--- src/rtl/tsi_switch_core_pkg.sv ---
// -----------------------------------------------------------------------------
// tsi_switch_core_pkg
// Shared sizes and the control-word layout for the 32x32 time-slot
// interchange switch.
//   NUM_SLOTS   : time slots per frame (5-bit slot index)
//   NUM_STREAMS : serial streams, i.e. slot width in bits
//   CTRL_W      : control word width
//   ctrl_word_t : control word, {rsvd_hi[15:14], en[13], rsvd_mid[12:5], src[4:0]}
// -----------------------------------------------------------------------------
package tsi_switch_core_pkg;

   localparam int NUM_SLOTS    = 32;
   localparam int NUM_STREAMS  = 8;
   localparam int CTRL_W       = 16;
   localparam int SLOT_W       = $clog2(NUM_SLOTS);

   localparam int CTRL_EN_BIT  = 13;
   localparam int CTRL_SRC_MSB = 4;
   localparam int CTRL_SRC_LSB = 0;

   typedef logic [SLOT_W-1:0]      slot_idx_t;
   typedef logic [NUM_STREAMS-1:0] slot_data_t;

   // Field order mirrors the bit positions above: en sits at CTRL_EN_BIT,
   // src occupies [CTRL_SRC_MSB:CTRL_SRC_LSB]. Reserved fields are stored
   // but never decoded.
   typedef struct packed {
      logic [1:0] rsvd_hi;   // [15:14]
      logic       en;        // [13]
      logic [7:0] rsvd_mid;  // [12:5]
      slot_idx_t  src;       // [4:0]
   } ctrl_word_t;

endpackage

--- src/rtl/tsi_frame_buffer.sv ---
// -----------------------------------------------------------------------------
// tsi_frame_buffer
// Ping-pong 2 x 32 x 8 frame store. Incoming slots are written into the
// write bank; the other bank holds the previous complete frame and is read
// combinationally. The write bank toggles after the last slot of a frame,
// and frame_ready_o rises once the first complete frame has been stored.
//   clk_i         : clock, rising edge
//   reset_i       : synchronous, active-high
//   wr_en_i       : write the current slot
//   wr_addr_i     : slot index being written
//   wr_data_i     : slot byte
//   rd_addr_i     : slot index to read from the completed frame
//   rd_data_o     : slot byte from the completed frame (combinational)
//   frame_ready_o : at least one complete frame is stored
// -----------------------------------------------------------------------------
module tsi_frame_buffer
   import tsi_switch_core_pkg::*;
(
   input  logic                   clk_i,
   input  logic                   reset_i,
   input  logic                   wr_en_i,
   input  logic [SLOT_W-1:0]      wr_addr_i,
   input  logic [NUM_STREAMS-1:0] wr_data_i,
   input  logic [SLOT_W-1:0]      rd_addr_i,
   output logic [NUM_STREAMS-1:0] rd_data_o,
   output logic                   frame_ready_o
);

   slot_data_t mem_q [2][NUM_SLOTS];

   logic wr_bank_q,     wr_bank_d;
   logic frame_ready_q, frame_ready_d;
   logic frame_end;

   assign frame_end = wr_en_i && (wr_addr_i == slot_idx_t'(NUM_SLOTS - 1));

   // NOTE: every variable assigned in always_comb gets a default first, so no
   // path leaves it unassigned and no latch is inferred.
   always_comb begin
      wr_bank_d     = wr_bank_q;
      frame_ready_d = frame_ready_q;
      if (frame_end) begin
         wr_bank_d     = ~wr_bank_q;
         frame_ready_d = 1'b1;
      end
   end

   // NOTE: sequential state uses non-blocking assignments so every flop
   // samples pre-edge values regardless of block ordering.
   always_ff @(posedge clk_i) begin
      if (reset_i) begin
         wr_bank_q     <= 1'b0;
         frame_ready_q <= 1'b0;
      end else begin
         wr_bank_q     <= wr_bank_d;
         frame_ready_q <= frame_ready_d;
      end
   end

   // NOTE: the data RAM has no reset; it is only ever read after frame_ready
   // proves a full frame was written, and leaving it unreset lets it map to RAM.
   always_ff @(posedge clk_i) begin
      if (wr_en_i) begin
         mem_q[wr_bank_q][wr_addr_i] <= wr_data_i;
      end
   end

   assign rd_data_o     = mem_q[~wr_bank_q][rd_addr_i];
   assign frame_ready_o = frame_ready_q;

endmodule

--- src/rtl/tsi_switch_core.sv ---
// -----------------------------------------------------------------------------
// tsi_switch_core
// 32x32 time-slot interchange with 8-bit slots. Each valid cycle carries one
// slot (stream_in_j is bit j-1). Frames are stored in a ping-pong buffer and
// replayed one frame later, with each output slot k taking the input slot
// selected by control entry k (if its enable bit is set).
//   clk            : clock, rising edge
//   reset          : synchronous, active-high
//   input_valid    : current cycle carries a valid slot
//   control_write  : write control_data into entry control_addr
//   control_addr   : output slot index to program
//   control_data   : control word ({.., en[13], .., src[4:0]})
//   stream_in_1..8 : serial input bits, slot bits 0..7
//   stream_out_1..8: serial output bits, slot bits 0..7 (registered)
// -----------------------------------------------------------------------------
module tsi_switch_core
   import tsi_switch_core_pkg::*;
(
   input  logic              clk,
   input  logic              reset,
   input  logic              input_valid,
   input  logic              control_write,
   input  logic [SLOT_W-1:0] control_addr,
   input  logic [CTRL_W-1:0] control_data,
   input  logic              stream_in_1,
   input  logic              stream_in_2,
   input  logic              stream_in_3,
   input  logic              stream_in_4,
   input  logic              stream_in_5,
   input  logic              stream_in_6,
   input  logic              stream_in_7,
   input  logic              stream_in_8,
   output logic              stream_out_1,
   output logic              stream_out_2,
   output logic              stream_out_3,
   output logic              stream_out_4,
   output logic              stream_out_5,
   output logic              stream_out_6,
   output logic              stream_out_7,
   output logic              stream_out_8
);

   ctrl_word_t ctrl_mem_q [NUM_SLOTS];
   slot_idx_t  slot_cnt_q, slot_cnt_d;
   slot_data_t out_q,      out_d;

   slot_data_t slot_in;
   slot_data_t rd_data;
   logic       frame_ready;
   ctrl_word_t cur_ctrl;
   logic       ctrl_unused;

   assign slot_in = {stream_in_8, stream_in_7, stream_in_6, stream_in_5,
                     stream_in_4, stream_in_3, stream_in_2, stream_in_1};

   // The entry for the current slot is read before this edge's control write
   // lands, so a same-cycle write to entry k affects only later reads of k.
   assign cur_ctrl = ctrl_mem_q[slot_cnt_q];

   // Reserved control bits are kept in the memory but never decoded.
   assign ctrl_unused = ^{cur_ctrl.rsvd_hi, cur_ctrl.rsvd_mid};

   tsi_frame_buffer u_frame_buffer (
      .clk_i         (clk),
      .reset_i       (reset),
      .wr_en_i       (input_valid),
      .wr_addr_i     (slot_cnt_q),
      .wr_data_i     (slot_in),
      .rd_addr_i     (cur_ctrl.src),
      .rd_data_o     (rd_data),
      .frame_ready_o (frame_ready)
   );

   // Output slot k is produced in lockstep with input slot k; the 5-bit
   // counter wraps from 31 to 0 on its own.
   always_comb begin
      slot_cnt_d = slot_cnt_q;
      out_d      = '0;
      if (input_valid) begin
         slot_cnt_d = slot_cnt_q + 1'b1;
         if (frame_ready && cur_ctrl.en) begin
            out_d = rd_data;
         end
      end
   end

   always_ff @(posedge clk) begin
      if (reset) begin
         slot_cnt_q <= '0;
         out_q      <= '0;
         for (int i = 0; i < NUM_SLOTS; i++) begin
            ctrl_mem_q[i] <= '0;
         end
      end else begin
         slot_cnt_q <= slot_cnt_d;
         out_q      <= out_d;
         if (control_write) begin
            ctrl_mem_q[control_addr] <= ctrl_word_t'(control_data);
         end
      end
   end

   assign stream_out_1 = out_q[0];
   assign stream_out_2 = out_q[1];
   assign stream_out_3 = out_q[2];
   assign stream_out_4 = out_q[3];
   assign stream_out_5 = out_q[4];
   assign stream_out_6 = out_q[5];
   assign stream_out_7 = out_q[6];
   assign stream_out_8 = out_q[7];

endmodule

--- config.mk ---
export PLATFORM = sky130hd
export DESIGN_NAME = tsi_switch_core
export DESIGN_NICKNAME = d
export VERILOG_FILES = /design/src/rtl/tsi_switch_core_pkg.sv /design/src/rtl/tsi_frame_buffer.sv /design/src/rtl/tsi_switch_core.sv
export SDC_FILE = /design/constraint.sdc
export NUM_CORES = 1
export LEC_CHECK = 0
export ABC_CLOCK_PERIOD_IN_PS = 3500
export CAP_MARGIN = 20
export CORE_MARGIN = 1.5
export CORE_UTILIZATION = 55
export DETAILED_ROUTE_END_ITERATION = 7
export PLACE_DENSITY = 0.71
export SLEW_MARGIN = 20
export SYNTH_ARGS = -nofsm -noshare
export SYNTH_HDL_FRONTEND = slang
export SYNTH_SLANG_ARGS = --single-unit
--- constraint.sdc ---
create_clock -name clk -period 3.5 [get_ports clk]
set_input_delay 0.525 -clock clk [delete_from_list [all_inputs] [get_ports clk]]
set_output_delay 0.525 -clock clk [all_outputs]
set_load 0.01 [all_outputs]
; Word-level counts from Yosys, hierarchy flattened
; Memory sizes are Yosys's and may differ from the RTL's. A register that Yosys moved wholly into a read port is not among the register bits.
; Cells that the tools add are included.
; Widths: inputs -> output; s select.
[word_totals]
word_cells = 38
n_memories = 2
ff_bits = 15
ramBits = 1024
out_inout_bits = 8
[op_classes]
bitwise_logic = 5
n_eq_ne = 1
reduce_logical = 5
magnitude_cmp = 3
addsub = 1
mux = 17
[memory_table]
columns = memory, depth, width, read_ports, rd_clocked_by_memory_dff, wr, line
row1 = ctrl_mem_q, 32, 16, 1, 1, 32, tsi_switch_core.sv:43  ; ctrl_word_t ctrl_mem_q [NUM_SLOTS];
row2 = u_frame_buffer.mem_q, 2, 256, 1, 0, 1, tsi_frame_buffer.sv:29  ; slot_data_t mem_q [2][NUM_SLOTS];
[ops]
columns = cell, n
row1 = $mux 256, 1
row2 = $bmux 8 s5, 1
row3 = $demux 8 s5, 1
row4 = $mux 8, 3
row5 = $mux 16, 1
row6 = $reduce_or 16->1, 1
row7 = $mux 5, 3
row8 = $ge 6x6->1 const B, 2
row9 = $not 5->6, 2
row10 = $mux 1, 7
row11 = $lt 6x1->1 const B, 1
row12 = $add 5x1->5 const B, 1
row13 = $eq 5x5->1 const B, 1
row14 = $logic_and 1x1->1, 3
row15 = $not 1->1, 3
row16 = $reduce_or 3->1, 1

; Longest topological paths before layout
[logic_depth]
depth_word = 6
ltp_mapped = 18
ltp_nobuf = 9

; Cells and area by module
; Synthesis repeated with hierarchy kept, for this count alone.
[hier_totals]
cells_unflattened = 1571
hier_area_um2 = 29673.5
[by_module_without_submodules]
columns = mod, seq_area_each_um2, n_inst, area_each_um2, cells_each
row1 = tsi_frame_buffer, 15414.8, 1, 20016.7, 937
row2 = tsi_switch_core, 6125.9, 1, 9656.8, 634

; Worst setup path after synthesis
; OpenSTA, ideal clock, no wires.
[synth_timing]
kind = reg-to-reg
from = reg u_frame_buffer.wr_bank_q
to = mem u_frame_buffer.mem_q[1][192] in the netlist's numbering, enable pin
slack_ns = 0.411
stages_incl_launch_ff = 7
period_less_slack_ns = 3.089
path_buffers = 4
arrival_time_ns = 2.706
required_ns = 3.117
cell_sequence = dfxtp_1 buf_2 buf_1 clkbuf_1 clkbuf_1 nand4_1 nor3_1
[synth_lines]
columns = item, line
row1 = start: declaration, tsi_frame_buffer.sv:31  ; logic wr_bank_q, wr_bank_d;
row2 = start signal: assignment, tsi_frame_buffer.sv:55  ; wr_bank_q <= wr_bank_d;
row3 = end: declaration, tsi_frame_buffer.sv:29
; Straight into the memory's write port.

==> impl_metrics.yaml <==
yosys:
  ys_types: 65
  ys_seq_area_share_pct: 71.3
  synth.most_common_cell: "edfxtp_1"
  synth.top_cells.by_count: "edfxtp_1 (704), and2_1 (197), mux2i_1 (195)"
  synth_area_leaders: "edfxtp_1 (70%), mux4_2 (7.3%), mux2i_1 (6.5%)"
  synthArstFlopShare_pct: 0
  synthCells: 1755
  ys.warnings.count: 0
  yosys.area.top_type: "edfxtp_1"
  ys_ff_latch: 724
  synth_ff_type: "edfxtp_1"
  synth_top_area_share_pct: 70.0
  synth_edf_count: 704
  synth.avg_cell_area_sq_um: 17.2
  syn_area_sq_um: 30200
  synth_fp_nets: 1793
detailed_routing:
  ant_nets: 0
  via_count: 16200
  wl_mm: 67.6
  wl_per_cell_um: 25.4
  drc: 0
  drt-pass1-iter-count: 8
  drt-vias-per-instance: 6.08
  drt_iter0_drc: 1630
final_layout:
  fillers: 3750
  final_cells: 2660
  nets: 1946
  diodes: 0
  finalInstanceArea_sq_um: 34400
  drive_gt1_share_pct: 21.8
  areaGrowthSynthToFinish_pct: 13.9
global_route:
  grt_pass1_vias: 16300
  gr-total-overflow: 0
  grt_pass1_wl_mm: 102
  track_usage_pct: 24.4
  grt_max_degree: 65
  grt_antenna_before_repair: 0
placement:
  place_area_sq_um: 32000
  place_ws_ps: -121
  portBuffers: 30
  dp_cells: 2522
  gp_congestion: 0.861
  dp_hpwl_mm: 41.9
timing:
  slew_headroom_pct: 27.8
  finalSetupViolCount: 0
  min_period_over_period_pct: 97.4
  clock_skew_ps: 21.9
  drv_slew: 0
  min_period_ps: 3410
  setup_ws_ps: 92.5
  hold_viol: 0
  fmaxAchievable_mhz: 293
  worst_pin_slew_ps: 1080
worst_setup_path:
  cpMaxStageDelayCell: "dfxtp_4"
  path_class: "flip-flop to flip-flop"
  cp_max_fo: 31
  cp-end-kind: "flip-flop"
  slowest_delay_ps: 450
  cp-start-kind: "flip-flop"
  crit_buf_inv: 5
  cp.arrival_ps: 3900
  path_delay_family: "buffers and inverters"
  cp_cell_sequence: "buf_12 > mux2i_1 > a211oi_1 > nand3_1 > nand4_1 > buf_4 > buf_4 > buf_12 > buf_8 > mux2_2 > o2111ai_1 > o31ai_1 > or3_1"
  required_ps: 4000
power_and_ir_drop:
  total_power_mw: 18.9
  power_density_nw_per_um2: 549
  irDropWorstVdd_mv: 0.401
  leakage_nw: 11.7
clock_tree:
  cts_sinks: 724
  clockBufferDepth: 3
  clk_latency_ps: 610
  cts_buffers: 74
  htreeDepth: 3
  clockRootBuffer: "clkbuf_16"
  cts.clk_slew.worst_paths_ps: 60
  cts_tree: "done"
floorplan:
  row_count: 85
  fp.dieH_um: 237
  io_pins: 41
  die_x_um: 237
  start_util_pct: 55.9
  die-area_sq_um: 56400
  coreArea_sq_um: 54000
outcome:
  status: "finished, final reports clean"
job:
  drv_cap: 0
hold_path:
  hp-class: "input pin to flip-flop"
-- worst paths after layout --
| check | from | to | slack, ps | cells after the start |
|---|---|---|---|---|
| worst max-delay path | flip-flop | out_q[7]$_SDFF_PP0_ | 90 | 13 |
| worst min-delay path | stream_in_3 | u_frame_buffer.mem_q[1][170]$_DFFE_PP_ | 460 | 1 |
| worst max register to register | flip-flop | out_q[7]$_SDFF_PP0_ | 90 | 13 |
| worst min register to register | u_frame_buffer.frame_ready_o$_SDFFE_PP0P_ | u_frame_buffer.frame_ready_o$_SDFFE_PP0P_ | 480 | 2 |
-- worst register-to-register path, stage by stage (launching register included) --
cell and delay, ps:
dfxtp_4 450, buf_12 240, mux2i_1 150, a211oi_1 260, nand3_1 110, nand4_1 120, buf_4 170, buf_4 160
buf_12 230, buf_8 260, mux2_2 350, o2111ai_1 250, o31ai_1 180, or3_1 370
-- kinds of logic (layout without fill, tap and decap cells) --
kind of cell    Yosys count  in the layout  share of synthesized area (%)
simple gates            496            496                           8.89
compound gates          112            112                           2.87
fa+ha+maj                 5              5                          0.207
flops                   724            724                           71.3
xor+xnor                  4              4                          0.116
buf+inv                 104            313                           2.14
mux                     310            310                           14.5
-- repair_timing --
item / 4_1_cts / 5_1_grt
gates cloned: 0 / 1
endpoints found under the setup margin: 5 / 7
pin swaps: 0 / 1
resized for setup: 11 / 10
buffers inserted: 0 / 5
hold buffers: 0 / 0
-- report_power, final --
group	internal, mW	total [mW]	switching, mW
Sequential	9.65	9.70	0.0532
Combinational	0.684	1.68	0.993
Clock	4.32	7.51	3.18
Total	14.7	18.9	4.23
-- per-layer routing --
layer	GRT usage, %	share of wire, %	vias up
li1	-	-	7134
met1	34.1	42	8276
met2	39.2	48	645
met3	4.24	7.3	129
met4	8.72	3.0	0
met5	0	0	-
-- final cells by class --
| class | count | area, sq um | area share [%] |
|---|---|---|---|
| sequential | 724 | 21500 | 62.6 |
| multi-input combinational | 927 | 8110 | 23.6 |
| clock buffer | 86 | 1900 | 5.51 |
| timing repair buffer | 177 | 1580 | 4.59 |
| tap | 696 | 871 | 2.53 |
| clock inverter | 46 | 385 | 1.12 |
| inverter | 4 | 15.0 | 0.0436 |
-- registers in the layout, summed over array words and instances (netlist names), named ones only --
register                      flops
u_frame_buffer.frame_ready_o      1
out_q                             8
ctrl_mem_q                      192
u_frame_buffer.wr_bank_q          1
u_frame_buffer.mem_q            512
slot_cnt_q                        5
-- per-stage QoR --
step	hold slack (ps)	utilization [%]	setup TNS, ps
after CTS	486	63.5	0
after global placement	453	59.2	-216
after detailed placement	474	59.2	-221
after global routing	480	63.7	-54.8
after floorplan	437	-	0
final	459	63.7	0
-- layout by cell type, fill, tap and decap left out, drive strengths merged, types with 6 or more instances in the layout --
cell	count
o2111ai	7
nand3	21
mux2	15
a211oi	8
clkdlybuf4s50	22
nand3b	7
nor2b	14
nand2b	8
edfxtp	704
mux2i	196
bufinv	6
buf	154
o32ai	7
inv	6
mux4	99
a311o	6
a21oi	15
nor4	14
nand2	43
o31ai	7
or3	11
clkbuf	87
o22ai	8
or2	36
dfxtp	20
a22o	8
a221oi	6
a22oi	26
clkinv	37
nor2	129
and2	197
Note: power is estimated with default switching activity, not from simulation.
